$ cat src/rtl/key_pulser.sv
// Debounces an asynchronous console key and emits one-clock pulses per accepted
// press, with optional auto-repeat while the key is held.
module key_pulser #(
  parameter int unsigned DEBOUNCE   = 20,
  parameter int unsigned REPEAT_DLY = 100,
  parameter int unsigned REPEAT_PER = 50,
  parameter int unsigned CW         = 16
) (
  input  logic clk,
  input  logic reset,
  input  logic key,
  input  logic rpt_en,
  output logic p,
  output logic l,
  output logic busy
);

  typedef enum logic [1:0] {IDLE, PRESS_Q, HELD, REL_Q} state_t;

  localparam logic [CW-1:0] DB_C  = CW'(DEBOUNCE);
  localparam logic [CW-1:0] DLY_C = CW'(REPEAT_DLY);
  localparam logic [CW-1:0] PER_C = CW'(REPEAT_PER);
  localparam bit            DB_ONE = (DEBOUNCE == 1);

  state_t        state, state_n;
  logic          sync1, key_s;
  logic [CW-1:0] dcnt, dcnt_n, rcnt, rcnt_n;
  logic [CW-1:0] dinc, rtgt, rinc;
  logic          rep, rep_n;
  logic          p_n, l_n, busy_n;

  always_ff @(posedge clk or negedge reset) begin
    if (!reset) begin
      sync1 <= 1'b0;
      key_s <= 1'b0;
    end else begin
      sync1 <= key;
      key_s <= sync1;
    end
  end

  always_ff @(posedge clk or negedge reset) begin
    if (!reset) begin
      state <= IDLE;
      dcnt  <= '0;
      rcnt  <= '0;
      rep   <= 1'b0;
      p     <= 1'b0;
      l     <= 1'b0;
      busy  <= 1'b0;
    end else begin
      state <= state_n;
      dcnt  <= dcnt_n;
      rcnt  <= rcnt_n;
      rep   <= rep_n;
      p     <= p_n;
      l     <= l_n;
      busy  <= busy_n;
    end
  end

  always_comb begin
    state_n = state;
    dcnt_n  = dcnt;
    rcnt_n  = rcnt;
    rep_n   = rep;
    p_n     = 1'b0;
    l_n     = l;
    dinc    = dcnt + 1'b1;
    rtgt    = rep ? PER_C : DLY_C;
    // rcnt saturates at its target so a repeat blocked by the previous pulse fires next cycle
    rinc    = (rcnt == rtgt) ? rcnt : rcnt + 1'b1;
    case (state)
      IDLE: begin
        if (key_s) begin
          if (DB_ONE) begin
            state_n = HELD;
            l_n     = 1'b1;
            p_n     = 1'b1;
            dcnt_n  = '0;
            rcnt_n  = '0;
            rep_n   = 1'b0;
          end else begin
            state_n = PRESS_Q;
            dcnt_n  = 1'b1;
          end
        end
      end
      PRESS_Q: begin
        if (!key_s) begin
          state_n = IDLE;
          dcnt_n  = '0;
        end else if (dinc == DB_C) begin
          state_n = HELD;
          l_n     = 1'b1;
          p_n     = 1'b1;
          dcnt_n  = '0;
          rcnt_n  = '0;
          rep_n   = 1'b0;
        end else begin
          dcnt_n = dinc;
        end
      end
      HELD: begin
        if (!key_s) begin
          rcnt_n = '0;
          rep_n  = 1'b0;
          if (DB_ONE) begin
            state_n = IDLE;
            l_n     = 1'b0;
            dcnt_n  = '0;
          end else begin
            state_n = REL_Q;
            dcnt_n  = 1'b1;
          end
        end else if (!rpt_en) begin
          rcnt_n = '0;
          rep_n  = 1'b0;
        end else if ((rinc == rtgt) && !p) begin
          p_n    = 1'b1;
          rcnt_n = '0;
          rep_n  = 1'b1;
        end else begin
          rcnt_n = rinc;
        end
      end
      REL_Q: begin
        if (key_s) begin
          state_n = HELD;
          dcnt_n  = '0;
          rcnt_n  = '0;
          rep_n   = 1'b0;
        end else if (dinc == DB_C) begin
          state_n = IDLE;
          l_n     = 1'b0;
          dcnt_n  = '0;
        end else begin
          dcnt_n = dinc;
        end
      end
      default: begin
        state_n = IDLE;
        dcnt_n  = '0;
        rcnt_n  = '0;
        rep_n   = 1'b0;
        l_n     = 1'b0;
      end
    endcase
    busy_n = (state_n == PRESS_Q) || (state_n == REL_Q);
  end

endmodule

$ cat config.mk
export PLATFORM = sky130hd
export DESIGN_NAME = key_pulser
export DESIGN_NICKNAME = d
export VERILOG_FILES = /design/src/rtl/key_pulser.sv
export SDC_FILE = /design/constraint.sdc
export NUM_CORES = 1
export LEC_CHECK = 0
export ABC_AREA = 1
export BUFFER_PORTS_ARGS = -buffer_cell sky130_fd_sc_hd__buf_2
export CORE_MARGIN = 10
export CORE_UTILIZATION = 55
export CTS_CLUSTER_DIAMETER = 120
export DETAILED_ROUTE_END_ITERATION = 12
export PLACE_DENSITY_LB_ADDON = 0.08
export SYNTH_ARGS = -nofsm -noshare
export SYNTH_HDL_FRONTEND = slang
export SYNTH_SLANG_ARGS = --single-unit
$ cat constraint.sdc
create_clock -name clk -period 1.9 [get_ports clk]
set_input_delay 0.57 -clock clk [delete_from_list [all_inputs] [get_ports clk]]
set_output_delay 0.57 -clock clk [all_outputs]
set_load 0.01 [all_outputs]
==> impl_metrics.prom <==
# TYPE chip_impl_metric gauge
chip_impl_metric{name="hold-worst-slack",unit="ns"} 0.309
chip_impl_metric{name="route.detailed.wl_per_inst",unit="µm"} 14.7
chip_impl_metric{name="maxSlewHeadroom",unit=""} 0.552
chip_impl_metric{name="yosys.area_share.adder",unit=""} 0.0303
chip_impl_info{name="cp-end-kind",value="flip-flop"} 1
chip_impl_metric{name="post_synth_instance_area",unit="µm²"} 2890
chip_impl_info{name="timing.setup.critical_path_class",value="flip-flop to flip-flop"} 1
chip_impl_metric{name="initial_util",unit=""} 0.566
chip_impl_metric{name="syn_avg_cell_area",unit="µm²"} 7.05
chip_impl_info{name="mostFrequentLayoutCell",value="sky130_fd_sc_hd__nand2_1"} 1
chip_impl_info{name="crit_path_start_kind",value="flip-flop"} 1
chip_impl_metric{name="drv_cap",unit=""} 0
chip_impl_metric{name="routed-via-count",unit=""} 3043
chip_impl_metric{name="grt_antenna_before_repair",unit=""} 0
chip_impl_info{name="synth_top_family_by_area",value="simple AND/OR/NAND/NOR gates"} 1
chip_impl_metric{name="die-area",unit="µm²"} 8550
chip_impl_metric{name="slew_at_the_pin_closest_to_its_max_slew_limit",unit="ns"} 0.670
chip_impl_metric{name="area.sequential",unit="µm²"} 1000
chip_impl_info{name="synth_flop_cell",value="sky130_fd_sc_hd__dfrtp_1"} 1
chip_impl_metric{name="finalWorstSetupSlack",unit="ns"} -0.315
chip_impl_metric{name="synth-seq-area-share",unit=""} 0.346
chip_impl_info{name="tritoncts",value="built"} 1
chip_impl_metric{name="die_height",unit="µm"} 92.5
chip_impl_metric{name="clock_skew",unit="ns"} 0.0117
chip_impl_info{name="leading_cell_types_by_total_area_after_synthesis",value="sky130_fd_sc_hd__dfrtp_1, sky130_fd_sc_hd__nand2_1, sky130_fd_sc_hd__inv_1"} 1
chip_impl_metric{name="worst_setup_hold_path_clk_slew",unit="ns"} 0.09
chip_impl_metric{name="totalWireLength",unit="mm"} 8.38
chip_impl_info{name="root_buffer",value="sky130_fd_sc_hd__clkbuf_8"} 1
chip_impl_metric{name="clock_insertion_delay_worst_skew",unit="ns"} 0.31
chip_impl_metric{name="dpl-instance-area",unit="µm²"} 3520
chip_impl_metric{name="post_synth_edffs",unit=""} 0
chip_impl_info{name="top_library_cells_by_usage_in_the_layout_fill_and_taps_aside",value="sky130_fd_sc_hd__nand2_1, sky130_fd_sc_hd__buf_4, sky130_fd_sc_hd__inv_1"} 1
chip_impl_metric{name="timing.reg2reg.worst_path_depth",unit=""} 13
chip_impl_metric{name="rrSetupSlack",unit="ns"} -0.31
chip_impl_metric{name="postSynthNetCount",unit=""} 421
chip_impl_metric{name="cts_num_sinks",unit=""} 40
chip_impl_metric{name="fp-row-count",unit=""} 26
chip_impl_info{name="rr_endpoint",value="p"} 1
chip_impl_metric{name="pwr_density_cell",unit="nW/µm²"} 628
chip_impl_metric{name="synth.ff_latch_count",unit=""} 40
chip_impl_metric{name="leakage",unit="µW"} 0.00186
chip_impl_metric{name="detail_route.first_pass.iterations",unit=""} 5
chip_impl_metric{name="groute.usage.overall",unit=""} 0.196
chip_impl_metric{name="netlist-cell-type-count",unit=""} 35
chip_impl_metric{name="core",unit="µm²"} 5110
chip_impl_metric{name="final-max-slew-violation-count",unit=""} 0
chip_impl_metric{name="layout.nets",unit=""} 509
chip_impl_metric{name="placed_cells_incl_taps",unit=""} 550
chip_impl_metric{name="grt.overflow.total",unit=""} 0
chip_impl_info{name="crit_chain",value="ha_4, nand2_4, nor2_4, xor2_1, inv_1, nor2_1, and2_1, nand3_1, nor2_1, nand3_2, nor2_2, nor2_1, nor2_1"} 1
chip_impl_metric{name="synth_simple_gate_area_share",unit=""} 0.385
chip_impl_metric{name="drtIter0Drc",unit=""} 226
chip_impl_metric{name="count_of_antenna_diodes_in_the_layout",unit=""} 0
chip_impl_metric{name="cp_slowest_stage_delay",unit="ns"} 0.43
chip_impl_metric{name="ys_warn_count",unit=""} 0
chip_impl_metric{name="first_global_vias",unit=""} 2952
chip_impl_metric{name="die_width",unit="µm"} 92.5
chip_impl_metric{name="filler_cell_count",unit=""} 384
chip_impl_metric{name="fin_area",unit="µm²"} 3900
chip_impl_metric{name="drc",unit=""} 0
chip_impl_metric{name="worstPathArrival",unit="ns"} 2.45
chip_impl_info{name="path_common_cell",value="sky130_fd_sc_hd__nor2_1"} 1
chip_impl_info{name="rsz0062_at_grt",value="yes"} 1
chip_impl_metric{name="synth-compound-area-share",unit=""} 0.0780
chip_impl_metric{name="number_of_ports_placed_on_the_die_boundary",unit=""} 7
chip_impl_metric{name="maximum_number_of_pins_on_one_net_before_global_route_repair",unit=""} 41
chip_impl_metric{name="synth_cells",unit=""} 410
chip_impl_info{name="failing_checks",value="setup timing"} 1
chip_impl_metric{name="globalplace.congestion",unit=""} 0.943
chip_impl_metric{name="max-clock-path-buffers",unit=""} 2
chip_impl_metric{name="clock.fmax",unit="GHz"} 0.451
chip_impl_metric{name="synth_async_sr_flop_share",unit=""} 1.00
chip_impl_metric{name="report.final.hold_viol_count",unit=""} 0
chip_impl_metric{name="dp_hpwl",unit="mm"} 5.74
chip_impl_info{name="highest_delay_cell_along_the_critical_path",value="sky130_fd_sc_hd__dfrtp_2"} 1
chip_impl_info{name="worst_hold_path_type",value="input port to async pin"} 1
chip_impl_info{name="crit-reg2reg-launch",value="dcnt[0]"} 1
chip_impl_metric{name="port_buffers",unit=""} 6
chip_impl_metric{name="synthXorXnorAreaFrac",unit=""} 0.0697
chip_impl_metric{name="post-layout-total-power",unit="µW"} 2450
chip_impl_metric{name="timing.final.crit_period",unit="ns"} 2.21
chip_impl_metric{name="share_of_synthesized_area_spent_on_multiplexers",unit=""} 0
chip_impl_metric{name="post_drt_via_cell_ratio",unit=""} 5.35
chip_impl_metric{name="post-place-ws",unit="ns"} -0.239
chip_impl_info{name="status",value="complete, but fails checks"} 1
chip_impl_metric{name="multi_input_comb_area",unit="µm²"} 1840
chip_impl_metric{name="critical_path.max_fanout",unit=""} 4
chip_impl_metric{name="yosys.area.top_type_share",unit=""} 0.346
chip_impl_metric{name="inserted_clock_buffers",unit=""} 5
chip_impl_metric{name="final_cell_count_no_fill",unit=""} 569
chip_impl_metric{name="finalSetupViolCount",unit=""} 26
chip_impl_metric{name="vdd.ir_drop.worst",unit="µV"} 632
chip_impl_metric{name="final_min_period_over_clock_period",unit=""} 1.17
chip_impl_metric{name="grt_pass1_wl",unit="mm"} 13.9
chip_impl_metric{name="timing.critical_path.required",unit="ns"} 2.14
chip_impl_metric{name="ant_nets",unit=""} 0
chip_impl_info{name="synth_top_area_cell",value="sky130_fd_sc_hd__dfrtp_1"} 1
chip_impl_metric{name="share_of_post_route_cells_with_drive_strength_above_1",unit=""} 0.313
chip_impl_metric{name="area_growth_syn_to_layout",unit="%"} 35.1
chip_impl_metric{name="cts_htree_levels",unit=""} 2
==> critical path: cells and delay by family, from the launching register on <==
| kind | cells | cell delay, ns |
|---|---|---|
| AND/OR/NAND/NOR | 10 | 1.22 |
| flip-flops | 1 | 0.43 |
| XOR/XNOR | 1 | 0.23 |
| adder cells (fa/ha/maj) | 1 | 0.17 |
| buffers and inverters | 1 | 0.10 |
==> how the worst max path moves through the flow <==
stage,start,endpoint,slack (ns)
2_1_floorplan,dcnt[1],rep,0.002
3_3_place_gp,dcnt[0],rep,-0.20
3_5_place_dp,dcnt[0],rcnt[0],-0.24
4_1_cts,dcnt[0],rcnt[13],-0.24
5_1_grt,dcnt[7],rcnt[4],-0.43
6_report,dcnt[0],p,-0.31
==> cell families (layout without fill, tap and decap cells) <==
kind of cell | count (synthesis) | after routing
adder cells (fa/ha/maj) | 7 | 7
AO/OA/AOI/OAI | 41 | 41
AND/OR/NAND/NOR | 239 | 240
buffers and inverters | 63 | 151
XOR/XNOR | 20 | 20
flip-flops | 40 | 40
==> final cells by class <==
cell class | instances | share of cell area
Clock buffer | 6 | 0.0212
Clock inverter | 2 | 0.00256
Inverter | 55 | 0.0567
Multi-Input combinational cell | 308 | 0.470
Sequential cell | 40 | 0.257
Tap cell | 70 | 0.0224
Timing Repair Buffer | 87 | 0.167
Timing Repair inverter | 1 | 0.00224
==> registers in the layout (all words and copies together) (netlist names) <==
register	flops
l	1
rep	1
rcnt	16
sync1	1
busy	1
state	2
p	1
key_s	1
dcnt	16
==> report_power, final <==
group          switching (µW)  internal, µW
clock                     328           290
sequential               46.2           900
combinational             542           344
==> layer usage <==
layer	global-route usage	vias to the layer above	wire, µm
met2	0.323	100	4080
li1	-	1493	-
met5	0	-	0
met3	0.0468	20	499
met1	0.252	1430	3660
met4	0.0501	0	135
==> cells in the mapped netlist, types with 2 or more instances <==
master	n
sky130_fd_sc_hd__nand2_2	7
sky130_fd_sc_hd__o21ai_1	17
sky130_fd_sc_hd__buf_2	2
sky130_fd_sc_hd__nand2_1	105
sky130_fd_sc_hd__a21oi_1	7
sky130_fd_sc_hd__nand3_1	36
sky130_fd_sc_hd__o22ai_1	12
sky130_fd_sc_hd__nand4_1	11
sky130_fd_sc_hd__nor3_2	2
sky130_fd_sc_hd__inv_1	50
sky130_fd_sc_hd__o21ai_0	3
sky130_fd_sc_hd__clkbuf_1	4
sky130_fd_sc_hd__inv_2	3
sky130_fd_sc_hd__and2_1	4
sky130_fd_sc_hd__nor3_1	13
sky130_fd_sc_hd__xnor2_1	2
sky130_fd_sc_hd__dfrtp_1	40
sky130_fd_sc_hd__nand2_4	2
sky130_fd_sc_hd__xor2_1	16
sky130_fd_sc_hd__nor2_1	47
sky130_fd_sc_hd__nor2_2	5
sky130_fd_sc_hd__ha_1	7
sky130_fd_sc_hd__nand3_2	3
==> through the flow <==
step                 util  setup TNS [ns]
floorplan               -               0
global placement    0.689           -4.23
detailed placement  0.689           -5.01
CTS                 0.744           -5.14
global route        0.764          -10.02
finish              0.764           -6.78
==> repair_timing <==
| action | in CTS | in global routing |
|---|---|---|
| resized for setup | 27 | 15 |
| pin swaps | 9 | 3 |
| gates cloned | 0 | 2 |
| buffers inserted | 8 | 1 |
| hold buffers | 0 | 0 |
| endpoints found under the setup margin | 26 | 27 |
Note: power is estimated with default switching activity, not from simulation.
